<file path="src/rtl/crop_roi_scheduler.sv">
// -----------------------------------------------------------------------------
// crop_roi_scheduler
//
// Sequences a downstream crop filter one frame at a time. Region-of-interest
// corners arrive on an AXI-Stream-like port and wait in a small FIFO. For each
// queued ROI the scheduler:
//   1. resets the crop filter for two cycles (FLUSH),
//   2. presents the ROI corner on the Y1 and X1 channels until the filter
//      signals that it has latched each one (LOAD),
//   3. counts accepted input pixels until a full frame has gone through (RUN),
//   4. pulses frame_done and retires the ROI (DONE).
//
// Ports
//   clk             : single clock, rising edge
//   reset           : synchronous, active-high
//   roi_in_TDATA    : ROI corner {Y1, X1}, Y1 in the MSBs
//   roi_in_TVALID   : ROI word valid
//   roi_in_TREADY   : ROI queue has room (combinational from fill level)
//   crop_Y1_TDATA   : Y1 corner to crop filter
//   crop_Y1_TVALID  : Y1 valid (LOAD only)
//   crop_Y1_TREADY  : crop filter Y1 ready
//   crop_X1_TDATA   : X1 corner to crop filter
//   crop_X1_TVALID  : X1 valid (LOAD only)
//   crop_X1_TREADY  : crop filter X1 ready
//   filt_reset      : registered reset to the crop filter
//   pix_beat        : one pixel accepted by the crop filter this cycle
//   frame_done      : one-cycle pulse when a scheduled frame completes
//   busy            : scheduler is not idle
//   beat_err        : sticky, a pixel beat arrived outside RUN
// -----------------------------------------------------------------------------
module crop_roi_scheduler #(
    parameter int IN_ROWS          = 40,
    parameter int IN_COLS          = 40,
    parameter int IMG_ROW_BITWIDTH = 10,
    parameter int IMG_COL_BITWIDTH = 10,
    parameter int FIFO_DEPTH       = 4,
    parameter int BEAT_CNT_W       = 16
) (
    input  logic                                       clk,
    input  logic                                       reset,

    input  logic [IMG_ROW_BITWIDTH+IMG_COL_BITWIDTH-1:0] roi_in_TDATA,
    input  logic                                       roi_in_TVALID,
    output logic                                       roi_in_TREADY,

    output logic [IMG_ROW_BITWIDTH-1:0]                crop_Y1_TDATA,
    output logic                                       crop_Y1_TVALID,
    input  logic                                       crop_Y1_TREADY,

    output logic [IMG_COL_BITWIDTH-1:0]                crop_X1_TDATA,
    output logic                                       crop_X1_TVALID,
    input  logic                                       crop_X1_TREADY,

    output logic                                       filt_reset,
    input  logic                                       pix_beat,
    output logic                                       frame_done,
    output logic                                       busy,
    output logic                                       beat_err
);

    // -------------------------------------------------------------------------
    // Derived constants
    // -------------------------------------------------------------------------
    localparam int ROI_W = IMG_ROW_BITWIDTH + IMG_COL_BITWIDTH;
    localparam int PTR_W = (FIFO_DEPTH > 1) ? $clog2(FIFO_DEPTH) : 1;
    localparam int CNT_W = $clog2(FIFO_DEPTH + 1);

    localparam logic [CNT_W-1:0]      FIFO_FULL   = CNT_W'(FIFO_DEPTH);
    localparam logic [BEAT_CNT_W-1:0] FRAME_BEATS = BEAT_CNT_W'(IN_ROWS * IN_COLS);

    typedef enum logic [2:0] {
        ST_IDLE  = 3'd0,
        ST_FLUSH = 3'd1,
        ST_LOAD  = 3'd2,
        ST_RUN   = 3'd3,
        ST_DONE  = 3'd4
    } state_e;

    // -------------------------------------------------------------------------
    // ROI queue
    // -------------------------------------------------------------------------
    logic [ROI_W-1:0] fifo_mem [FIFO_DEPTH];
    logic [PTR_W-1:0] wr_ptr_q, wr_ptr_d;
    logic [PTR_W-1:0] rd_ptr_q, rd_ptr_d;
    logic [CNT_W-1:0] count_q,  count_d;

    logic             push;
    logic             pop;
    logic [ROI_W-1:0] head_roi;

    state_e           state_q, state_d;

    // A full queue deasserts TREADY, so a push can never coincide with a pop
    // while full; pops only happen in DONE, where the head entry exists.
    assign roi_in_TREADY = (count_q != FIFO_FULL);
    assign push          = roi_in_TVALID && roi_in_TREADY;
    assign pop           = (state_q == ST_DONE) && (count_q != '0);
    assign head_roi      = fifo_mem[rd_ptr_q];

    // NOTE: every always_comb output gets a default before any branch, so no
    // path through the block leaves a value unassigned and no latch appears.
    always_comb begin
        wr_ptr_d = wr_ptr_q;
        rd_ptr_d = rd_ptr_q;
        count_d  = count_q;

        // Depth is a power of two, so pointers wrap by plain overflow.
        if (push) begin
            wr_ptr_d = wr_ptr_q + PTR_W'(1);
        end
        if (pop) begin
            rd_ptr_d = rd_ptr_q + PTR_W'(1);
        end

        unique case ({push, pop})
            2'b10:   count_d = count_q + CNT_W'(1);
            2'b01:   count_d = count_q - CNT_W'(1);
            default: count_d = count_q;
        endcase
    end

    // NOTE: the storage array is deliberately left out of reset; the pointers
    // and fill count define which entries are meaningful, and an unreset
    // array maps onto plain RAM.
    always_ff @(posedge clk) begin
        if (push) begin
            fifo_mem[wr_ptr_q] <= roi_in_TDATA;
        end
    end

    // -------------------------------------------------------------------------
    // Frame scheduler FSM
    // -------------------------------------------------------------------------
    logic                  flush_cnt_q,  flush_cnt_d;
    logic [BEAT_CNT_W-1:0] beat_cnt_q,   beat_cnt_d;
    logic                  y_pend_q,     y_pend_d;
    logic                  x_pend_q,     x_pend_d;
    logic                  beat_err_q,   beat_err_d;
    logic                  filt_reset_q, filt_reset_d;

    always_comb begin
        state_d     = state_q;
        flush_cnt_d = flush_cnt_q;
        beat_cnt_d  = beat_cnt_q;
        y_pend_d    = y_pend_q;
        x_pend_d    = x_pend_q;

        // Beats are only meaningful while a frame is running; anywhere else
        // they are flagged and otherwise dropped.
        beat_err_d  = beat_err_q || (pix_beat && (state_q != ST_RUN));

        unique case (state_q)
            ST_IDLE: begin
                if (count_q != '0) begin
                    state_d     = ST_FLUSH;
                    flush_cnt_d = 1'b0;
                end
            end

            ST_FLUSH: begin
                // Two-cycle filter reset; arm both corner channels for LOAD.
                beat_cnt_d = '0;
                y_pend_d   = 1'b1;
                x_pend_d   = 1'b1;
                if (flush_cnt_q) begin
                    state_d = ST_LOAD;
                end else begin
                    flush_cnt_d = 1'b1;
                end
            end

            ST_LOAD: begin
                // The filter signals it has latched a corner by pulling its
                // TREADY low; each channel retires independently.
                if (y_pend_q && !crop_Y1_TREADY) begin
                    y_pend_d = 1'b0;
                end
                if (x_pend_q && !crop_X1_TREADY) begin
                    x_pend_d = 1'b0;
                end
                if (!y_pend_d && !x_pend_d) begin
                    state_d = ST_RUN;
                end
            end

            ST_RUN: begin
                // The frame ends exactly on the last beat, so the counter
                // never reaches a value that could wrap.
                if (pix_beat) begin
                    beat_cnt_d = beat_cnt_q + BEAT_CNT_W'(1);
                    if (beat_cnt_d == FRAME_BEATS) begin
                        state_d = ST_DONE;
                    end
                end
            end

            ST_DONE: begin
                state_d = ST_IDLE;
            end

            default: begin
                state_d = ST_IDLE;
            end
        endcase

        // Registered so the filter sees a glitch-free reset that lines up
        // with the FLUSH cycles.
        filt_reset_d = (state_d == ST_FLUSH);
    end

    // NOTE: sequential state uses non-blocking assignments only, so every
    // flop samples the pre-edge values regardless of statement order.
    always_ff @(posedge clk) begin
        if (reset) begin
            state_q      <= ST_IDLE;
            wr_ptr_q     <= '0;
            rd_ptr_q     <= '0;
            count_q      <= '0;
            flush_cnt_q  <= 1'b0;
            beat_cnt_q   <= '0;
            y_pend_q     <= 1'b0;
            x_pend_q     <= 1'b0;
            beat_err_q   <= 1'b0;
            filt_reset_q <= 1'b1;
        end else begin
            state_q      <= state_d;
            wr_ptr_q     <= wr_ptr_d;
            rd_ptr_q     <= rd_ptr_d;
            count_q      <= count_d;
            flush_cnt_q  <= flush_cnt_d;
            beat_cnt_q   <= beat_cnt_d;
            y_pend_q     <= y_pend_d;
            x_pend_q     <= x_pend_d;
            beat_err_q   <= beat_err_d;
            filt_reset_q <= filt_reset_d;
        end
    end

    // -------------------------------------------------------------------------
    // Outputs
    // -------------------------------------------------------------------------
    // Corner data is only driven while it is being offered; zero otherwise
    // keeps stale queue contents off the filter interface.
    assign crop_Y1_TVALID = (state_q == ST_LOAD) && y_pend_q;
    assign crop_X1_TVALID = (state_q == ST_LOAD) && x_pend_q;
    assign crop_Y1_TDATA  = (state_q == ST_LOAD) ? head_roi[ROI_W-1 -: IMG_ROW_BITWIDTH] : '0;
    assign crop_X1_TDATA  = (state_q == ST_LOAD) ? head_roi[IMG_COL_BITWIDTH-1:0] : '0;

    assign filt_reset     = filt_reset_q;
    assign frame_done     = (state_q == ST_DONE);
    assign busy           = (state_q != ST_IDLE);
    assign beat_err       = beat_err_q;

endmodule

</file>
<file path="config.mk">
export PLATFORM = sky130hd
export DESIGN_NAME = crop_roi_scheduler
export DESIGN_NICKNAME = d
export VERILOG_FILES = /design/src/rtl/crop_roi_scheduler.sv
export SDC_FILE = /design/constraint.sdc
export NUM_CORES = 1
export LEC_CHECK = 0
export BUFFER_PORTS_ARGS = -buffer_cell sky130_fd_sc_hd__buf_2
export CORE_ASPECT_RATIO = 0.6
export CORE_UTILIZATION = 58
export CTS_CLUSTER_DIAMETER = 80
export CTS_CLUSTER_SIZE = 30
export DETAILED_ROUTE_END_ITERATION = 16
export PLACE_DENSITY = 0.75
export REMOVE_ABC_BUFFERS = 1
export SLEW_MARGIN = 20
export SYNTH_ARGS = -nofsm -noshare
export SYNTH_HDL_FRONTEND = slang
export SYNTH_SLANG_ARGS = --single-unit
export TNS_END_PERCENT = 20
</file>
<file path="constraint.sdc">
create_clock -name clk -period 2.53 [get_ports clk]
set_input_delay 0.253 -clock clk [delete_from_list [all_inputs] [get_ports clk]]
set_output_delay 0.253 -clock clk [all_outputs]
set_load 0.01 [all_outputs]
</file>
Word level (Yosys, flattened, before mapping)
Memory sizes are Yosys's and may differ from the RTL's. A register that Yosys moved wholly into a read port is not among the register bits.
Index checks and enable logic that the tools add are counted.
{ "totals": {"inputBits": 26, "memories": 1, "out_inout_bits": 27, "register_bits": 31, "ram_bits": 80} }
{ "memory_table": {"columns": ["name", "words", "width", "read_ports", "rd_clocked_by_memory_dff", "wr", "line_no", "rtl"], "rows": [
  ["fifo_mem", 4, 20, 1, 1, 1, "82", "logic [ROI_W-1:0] fifo_mem [FIFO_DEPTH];"]
]} }
{ "op_classes": {"add_sub_neg": 5, "n_reduce_logical": 22, "mux": 23, "n_eq_ne": 12} }
{ "ops": {"columns": ["cell", "count"], "rows": [
  ["$pmux 16 s2", 1],
  ["$mux 10", 2],
  ["$add 16x1->16 const B", 1],
  ["$eq 16x11->1 const B", 1],
  ["$mux 16", 1],
  ["$mux 3", 5],
  ["$pmux 3 s4", 1],
  ["$logic_and 1x1->1", 8],
  ["$reduce_bool 2->1", 4],
  ["$mux 1", 7],
  ["$eq 3x1->1 const B", 2],
  ["$eq 3x2->1 const B", 2],
  ["$pmux 1 s2", 3],
  ["$pmux 3 s2", 1],
  ["$reduce_bool 3->1", 2],
  ["$add 2x1->2 const B", 2],
  ["$logic_not 1->1", 4],
  ["$mux 2", 2],
  ["$ne 2x2->1 const B", 2],
  ["$reduce_and 2->1", 2],
  ["$add 3x1->3 const B", 1],
  ["$eq 3x3->1 const B", 1],
  ["$logic_not 3->1", 1],
  ["$ne 3x2->1 const B", 1],
  ["5 further kinds", 5]
]} }

Depth between registers and ports, before layout
Gate-level depths: netlist of the first run.
{ "logic_depth": {"word_depth": 9, "depth_mapped": 10} }

Worst setup path before layout of the first run
Ideal clock, no wire load.
{ "synth_path": {"path_kind": "register to register", "startpoint": "register state_q[0]", "endpoint": "register count_q[2]", "required_ns": 2.460, "t_arrival_ns": 2.312, "setup_time_ns": 0.070, "path_buffers": 1, "synth_period_minus_slack_ns": 2.382, "slack_ns": 0.148, "stages_incl_launch_ff": 10, "cell_sequence": "dfxtp_1 > clkbuf_1 > nor3b_1 > nor2b_1 > ha_1 > inv_1 > fa_1 > xor2_1 > or3_1 > a21oi_1"} }
{ "synth_via": {"elab_chain_len": 4} }
{ "synth_lines": {"columns": ["element", "line_no", "rtl"], "rows": [
  ["start: declaration", "91", "state_e state_q, state_d;"],
  ["start signal: assignment", "226", "state_q <= state_d;"],
  ["$eq 3x3->1 *", null, null],
  ["net frame_done", "56", "output logic frame_done,"],
  ["$logic_and 1x1->1 *", "97", "assign pop = (state_q == ST_DONE) && (count_q != '0);"],
  ["net pop", "88", "logic pop;"],
  ["$eq 2x1->1 / $eq 2x2->1 (equally long branches)", "115", "unique case ({push, pop})"],
  ["$pmux 3 s2 / $reduce_bool 2->1 (equally long branches)", null, null],
  ["end signal: assignment", "229", "count_q <= count_d;"],
  ["end: declaration", "85", "logic [CNT_W-1:0] count_q, count_d;"]
]} }
Mark *: on every way through the listed nets, which the timed path passes. The rest lies on a longest branch.
A chain may end at the register's enable or synchronous reset.

Worst setup path after layout of the first run
{ "layout_path": {"startpoint": "register beat_cnt_q[0]", "endpoint": "register state_q[2]"} }
{ "layout_via": {"elab_chain_len": 5} }
{ "layout_lines": {"columns": ["element", "line_no", "rtl"], "rows": [
  ["start: declaration", "135", "logic [BEAT_CNT_W-1:0] beat_cnt_q, beat_cnt_d;"],
  ["start signal: assignment", "231", "beat_cnt_q <= beat_cnt_d;"],
  ["$add 16x1->16", "190", "beat_cnt_d = beat_cnt_q + BEAT_CNT_W'(1);"],
  ["$eq 16x11->1", "191", "if (beat_cnt_d == FRAME_BEATS) begin"],
  ["$mux 3", "191", null],
  ["$mux 3", "189", "if (pix_beat) begin"],
  ["$pmux 3 s4", "152", "unique case (state_q)"]
]} }
Every way passes these cells.

==> impl_metrics.env, run 1 <==
export IMPL_grt_max_degree=34
export IMPL_overflow=0
export IMPL_cpPeakStageDelay_ns=0.50
export IMPL_fmax_mhz=404
export IMPL_hold_class="in -> reg"
export IMPL_dr_pass1_iters=5
export IMPL_vias=3432
export IMPL_cts_tree="yes"
export IMPL_end_kind="flip-flop"
export IMPL_first_global_vias=3391
export IMPL_ys_ff_latch=113
export IMPL_worstPathCellList="ha_2, nand4_1, or4_1, nand4b_1, o311ai_0, nor4_2, buf_4, and3b_1"
export IMPL_chipHeight_um=73.4
export IMPL_drc=0
export IMPL_synth_distinct_cells=56
export IMPL_dieWidth_um=121
export IMPL_hold_viol_final=0
export IMPL_path_max_fanout=7
export IMPL_via_per_inst=6.18
export IMPL_yosysSeqAreaShare_pct=62.2
export IMPL_clock_skew_ns=0.00665
export IMPL_htreeDepth=4
export IMPL_setup_violations=0
export IMPL_cpMaxStageDelayCell="or4_1"
export IMPL_p_leak_uw=0.00222
export IMPL_min_period_over_period_pct=97.8
export IMPL_cts_sinks=113
export IMPL_multi_input_area_sq_um=1710
export IMPL_status="finished clean"
export IMPL_syn_area_per_cell_sq_um=13.3
export IMPL_dp_cells=520
export IMPL_synth_edf_count=80
export IMPL_final_seq_area_sq_um=3060
export IMPL_worstSetupStartpointType="flip-flop"
export IMPL_grt_first_pass_wirelength_mm=17.6
export IMPL_ir_drop_v=0.000579
export IMPL_path_depth=8
export IMPL_ys_warn_count=0
export IMPL_critPathBufInv=1
export IMPL_grtUsageTotal_pct=27.7
export IMPL_core_area_sq_um=8040
export IMPL_syn_area_sq_um=4930
export IMPL_path_delay_family="simple AND/OR/NAND/NOR gates"
export IMPL_cts_buffers=17
export IMPL_fin_util_pct=74.1
export IMPL_dp_hpwl_mm=6.46
export IMPL_worstPathArrival_ns=2.83
export IMPL_report_final_slew_viol_count=0
export IMPL_wl_per_cell_um=19.9
export IMPL_reg2regPathDepth=8
export IMPL_detail_route_antenna_nets=0
export IMPL_worstSetupPathType="reg -> reg"
export IMPL_async_flop_share_pct=0
export IMPL_clock_path_buffers=2
export IMPL_drt_wl_total_mm=11.1
export IMPL_min_period_ns=2.47
export IMPL_place_gp_congestion=0.961
export IMPL_num_rows=25
export IMPL_cts_root_buffer="clkbuf_16"
export IMPL_synth_cells=370
export IMPL_layout_drive_gt1_share_pct=28.2
export IMPL_fillCellCount=492
export IMPL_drt_initial_drc_count=332
export IMPL_synthToLayoutAreaGrowth_pct=21.0
export IMPL_diodes=0
export IMPL_antenna_found_initial=0
export IMPL_tightest_slew_ns=0.734
export IMPL_path_clk_slew_ns=0.06
export IMPL_maxSlewHeadroom_pct=50.8
export IMPL_initial_core_util_pct=61.3
export IMPL_final_area_sq_um=5960
export IMPL_layout_nets=468
export IMPL_drv_cap=0
export IMPL_instances_no_fill=555
export IMPL_synth_ff_type="edfxtp_1"
export IMPL_p_per_area_nw_per_um2=827
export IMPL_worstHoldPathCells=1
export IMPL_hold_buffers=0
export IMPL_postPlaceCellArea_sq_um=5310
export IMPL_die_area_sq_um=8880
export IMPL_port_buffers=52
export IMPL_insertion_delay_ns=0.41
export IMPL_io_pins=53
export IMPL_cp_required_ns=2.88
## what timing repair did
action,CTS,global route
endpoints found under the setup margin,0,3
gates resized for setup,0,1
endpoints found under the hold margin,0,0
buffers inserted,0,3
## power breakdown
group	switching [uW]	internal, uW	leakage [uW]
Clock	836	1670	0.000296
Sequential	31.9	2070	0.00100
Combinational	202	113	0.000920
## worst reg2reg max path, stage by stage (launching register included)
cell,delay (ns)
dfxtp_1,0.44
ha_2,0.28
nand4_1,0.24
or4_1,0.50
nand4b_1,0.12
o311ai_0,0.20
nor4_2,0.32
buf_4,0.16
and3b_1,0.15
## routing by layer
layer	up-vias	wire [um]	global-route usage, %
li1	1559	-	-
met3	42	940	7.76
met5	-	0	0
met4	0	344	14.7
met1	1640	4810	36.6
met2	191	4960	42.3
## state kept, by name, summed over array words and instances (netlist names), 2 cells and up, named ones only
register    flops
fifo_mem       80
rd_ptr_q        2
count_q         3
wr_ptr_q        2
beat_cnt_q     16
state_q         3
## metrics by stage
stage	TNS (ns)	worst slack [ns]	total power, uW	hold WS [ns]
3_5_place_dp	0	0.136	2440	0.470
4_1_cts	0	0.120	4940	0.0482
2_1_floorplan	0	0.0718	2300	0.322
3_3_place_gp	0	0.341	2430	0.435
5_1_grt	-0.0131	-0.00657	5070	0.0550
6_report	0	0.0559	4930	0.0600
## area by class of cell
type	instances	area share, %
Timing Repair Buffer	68	6.38
Sequential cell	113	51.4
Clock inverter	13	3.13
Tap cell	108	2.27
Inverter	11	0.693
Multi-Input combinational cell	223	28.7
Clock buffer	19	7.43
## cells in the mapped netlist, types with 4 or more instances
master | n | area (sq um)
xnor2_1 | 5 | 43.8
ha_1 | 7 | 87.6
dfxtp_1 | 33 | 661
nand4_1 | 6 | 37.5
o31ai_1 | 4 | 30.0
clkbuf_1 | 12 | 45.0
mux4_2 | 20 | 450
edfxtp_1 | 80 | 2400
inv_1 | 11 | 41.3
o21ai_0 | 14 | 70.1
nor3b_1 | 5 | 37.5
buf_2 | 4 | 20.0
nand2_1 | 19 | 71.3
a21oi_1 | 20 | 100
nor3_1 | 8 | 40.0
nand3_1 | 6 | 30.0
nor2_1 | 29 | 109
and3_1 | 28 | 175
## layout by cell type (no fill, tap or decap), types with 8 or more instances in the layout
cell type | synthesis | layout
a21oi_1 | 20 | 20
nor2_1 | 29 | 29
dfxtp_1 | 33 | 33
clkbuf_16 | 0 | 17
buf_4 | 1 | 16
mux4_2 | 20 | 20
buf_2 | 4 | 52
and3_1 | 28 | 28
nor3_1 | 8 | 8
nand2_1 | 19 | 19
edfxtp_1 | 80 | 80
inv_1 | 11 | 11
o21ai_0 | 14 | 14
## kinds of logic (layout without fill, tap and decap cells)
family          after synthesis  in the layout  share of synthesized area (%)
compound gates               64             64                           8.28
xor+xnor                      8              8                           1.42
simple gates                123            123                           13.6
buf+inv                      34            111                           3.15
mux                          20             20                           9.14
fa+ha+maj                     8              8                           2.18
flops                       113            113                           62.2
## path summary, 6_finish.rpt
check	from	endpoint	slack (ns)
worst max-delay path	beat_cnt_q[0]	state_q[2]	0.06
worst min register to register	beat_err	beat_err	0.48
worst min-delay path	roi_in_TDATA[7]	fifo_mem[2][7]	0.06
worst max register to register	beat_cnt_q[0]	state_q[2]	0.06
No activity file was read; power rests on OpenSTA's default activity.
==> run 2, diff against run 1 <==
--- a/config.mk
+++ b/config.mk
@@ -7,11 +7,12 @@
 export LEC_CHECK = 0
 export BUFFER_PORTS_ARGS = -buffer_cell sky130_fd_sc_hd__buf_2
 export CORE_ASPECT_RATIO = 0.6
-export CORE_UTILIZATION = 58
+export CORE_MARGIN = 3
+export CORE_UTILIZATION = 55
 export CTS_CLUSTER_DIAMETER = 80
 export CTS_CLUSTER_SIZE = 30
 export DETAILED_ROUTE_END_ITERATION = 16
-export PLACE_DENSITY = 0.75
+export PLACE_DENSITY = 0.71
 export REMOVE_ABC_BUFFERS = 1
 export SLEW_MARGIN = 20
 export SYNTH_ARGS = -nofsm -noshare
==> impl_metrics.env, run 2 (same netlist as run 1, synthesis figures left out) <==
export IMPL_clock_skew_ns=0.00776
export IMPL_drc=0
export IMPL_grtUsageTotal_pct=23.0
export IMPL_drt_wl_total_mm=10.7
export IMPL_layout_nets=466
export IMPL_num_rows=26
export IMPL_cts_tree="yes"
export IMPL_dp_hpwl_mm=6.56
export IMPL_rsz0062_at_grt="no"
export IMPL_final_cell_mix="edfxtp_1 (80), buf_2 (52), dfxtp_1 (31)"
export IMPL_hold_class="in -> reg"
export IMPL_worstSetupStartpointType="flip-flop"
export IMPL_report_final_slew_viol_count=0
export IMPL_top_layer="met4"
export IMPL_dieWidth_um=128
export IMPL_tightest_slew_ns=0.611
export IMPL_pre_cts_slack_ns=0.186
export IMPL_end_kind="flip-flop"
export IMPL_chipHeight_um=79.3
export IMPL_drv_cap=0
export IMPL_overflow=0
export IMPL_min_period_over_period_pct=92.7
export IMPL_wl_met1_mm=4.67
export IMPL_detail_route_antenna_nets=0
export IMPL_io_pins=53
export IMPL_largest_register_ffs=80
export IMPL_clock_path_buffers=2
export IMPL_core_area_sq_um=8620
export IMPL_setup_tns_final_ns=0
export IMPL_fmax_mhz=426
export IMPL_wl_per_cell_um=19.2
export IMPL_cts_sinks=113
export IMPL_grt_first_pass_wirelength_mm=17.6
export IMPL_dr_pass1_iters=4
export IMPL_hold_viol_final=0
export IMPL_reg_top3="fifo_mem (80), beat_cnt_q (16)"
export IMPL_min_period_ns=2.34
export IMPL_initial_core_util_pct=57.1
export IMPL_cts_root_buffer="clkbuf_16"
export IMPL_layout_setup_ws_ns=0.185
export IMPL_diodes=0
export IMPL_met3_length_um=733
export IMPL_synthToLayoutAreaGrowth_pct=19.9
export IMPL_cp_required_ns=2.86
export IMPL_ir_drop_v=0.000558
export IMPL_place_gp_congestion=0.925
export IMPL_final_common_cell="edfxtp_1"
export IMPL_p_per_area_nw_per_um2=792
export IMPL_grt_max_degree=34
export IMPL_status="finished clean"
export IMPL_drt_initial_drc_count=316
export IMPL_layout_drive_gt1_share_pct=28.3
export IMPL_maxSlewHeadroom_pct=59.2
export IMPL_fin_util_pct=68.5
export IMPL_port_buffers=52
export IMPL_setup_violations=0
export IMPL_vias=3376
export IMPL_htreeDepth=4
export IMPL_cts_buffers=17
export IMPL_insertion_delay_ns=0.40
export IMPL_worstPathArrival_ns=2.67
export IMPL_die_area_sq_um=10200
export IMPL_wl_met2_mm=5.17
export IMPL_worstSetupPathType="reg -> reg"
export IMPL_via_per_inst=6.06
export IMPL_hold_buffers=0
export IMPL_first_global_vias=3528
export IMPL_path_max_fanout=6
export IMPL_path_clk_slew_ns=0.06
export IMPL_p_leak_uw=0.00219
export IMPL_top_register="fifo_mem"
export IMPL_fillCellCount=595
export IMPL_antenna_found_initial=0
## run 2: cell count changes in the layout (fill, tap and decap cells not counted), sizes merged
cell | previous run | this run
inv | 12 | 19
bufinv | 4 | 1
clkinvlp | 4 | 1
buf | 68 | 66
clkbuf | 19 | 17
clkinv | 4 | 5
## run 2: worst max-delay path: stages, from the launching register on
cell and delay (ns):
dfxtp_1 0.34, inv_1 0.11, nand3_1 0.19, and2_1 0.25, inv_1 0.09, ha_1 0.21, inv_1 0.07, fa_1 0.38
xor2_1 0.17, or3_1 0.32, a21oi_1 0.14
## run 2: path summary, 6_finish.rpt
path,startpoint,endpoint,slack (ns),cells after the start
min,roi_in_TDATA[17],fifo_mem[2][17],0.06,1
min reg2reg,beat_err,beat_err,0.46,2
max,count_q[0],count_q[2],0.19,10
max reg2reg,count_q[0],count_q[2],0.19,10
## run 2: what timing repair did
item | CTS | global route
endpoints found under the setup margin | 0 | 3
resized for setup | 0 | 5
buffers inserted | 0 | 1
## run 2: layer usage
| layer | vias to the layer above | GRT usage [%] |
|---|---|---|
| met5 | - | 0 |
| met1 | 1673 | 29.7 |
| met4 | 0 | 10.5 |
| met3 | 14 | 5.91 |
| met2 | 124 | 37.0 |
| li1 | 1565 | - |
## run 2: final cells by class
cell class | instances | area, sq um | share of cell area, %
Sequential cell | 113 | 3070 | 51.9
Multi-Input combinational cell | 223 | 1720 | 29.1
Clock buffer | 17 | 425 | 7.20
Timing Repair Buffer | 66 | 365 | 6.19
Clock inverter | 15 | 148 | 2.50
Tap cell | 112 | 140 | 2.37
Inverter | 11 | 41.3 | 0.699
## run 2: per-stage QoR
stage,power (uW),std cells,hold WS [ns],area (sq um)
2_1_floorplan,2300,347,0.322,4810
3_3_place_gp,2430,524,0.431,5310
3_5_place_dp,2440,524,0.467,5310
4_1_cts,4730,556,0.0474,5880
5_1_grt,4850,557,0.0550,5910
6_report,4680,557,0.0628,5910
## run 2: report_power, final
part	internal, uW	total (uW)	switching [uW]	leakage (uW)
Sequential	2070	2100	30.1	0.00100
Combinational	114	311	197	0.000910
Clock	1380	2270	890	0.000281
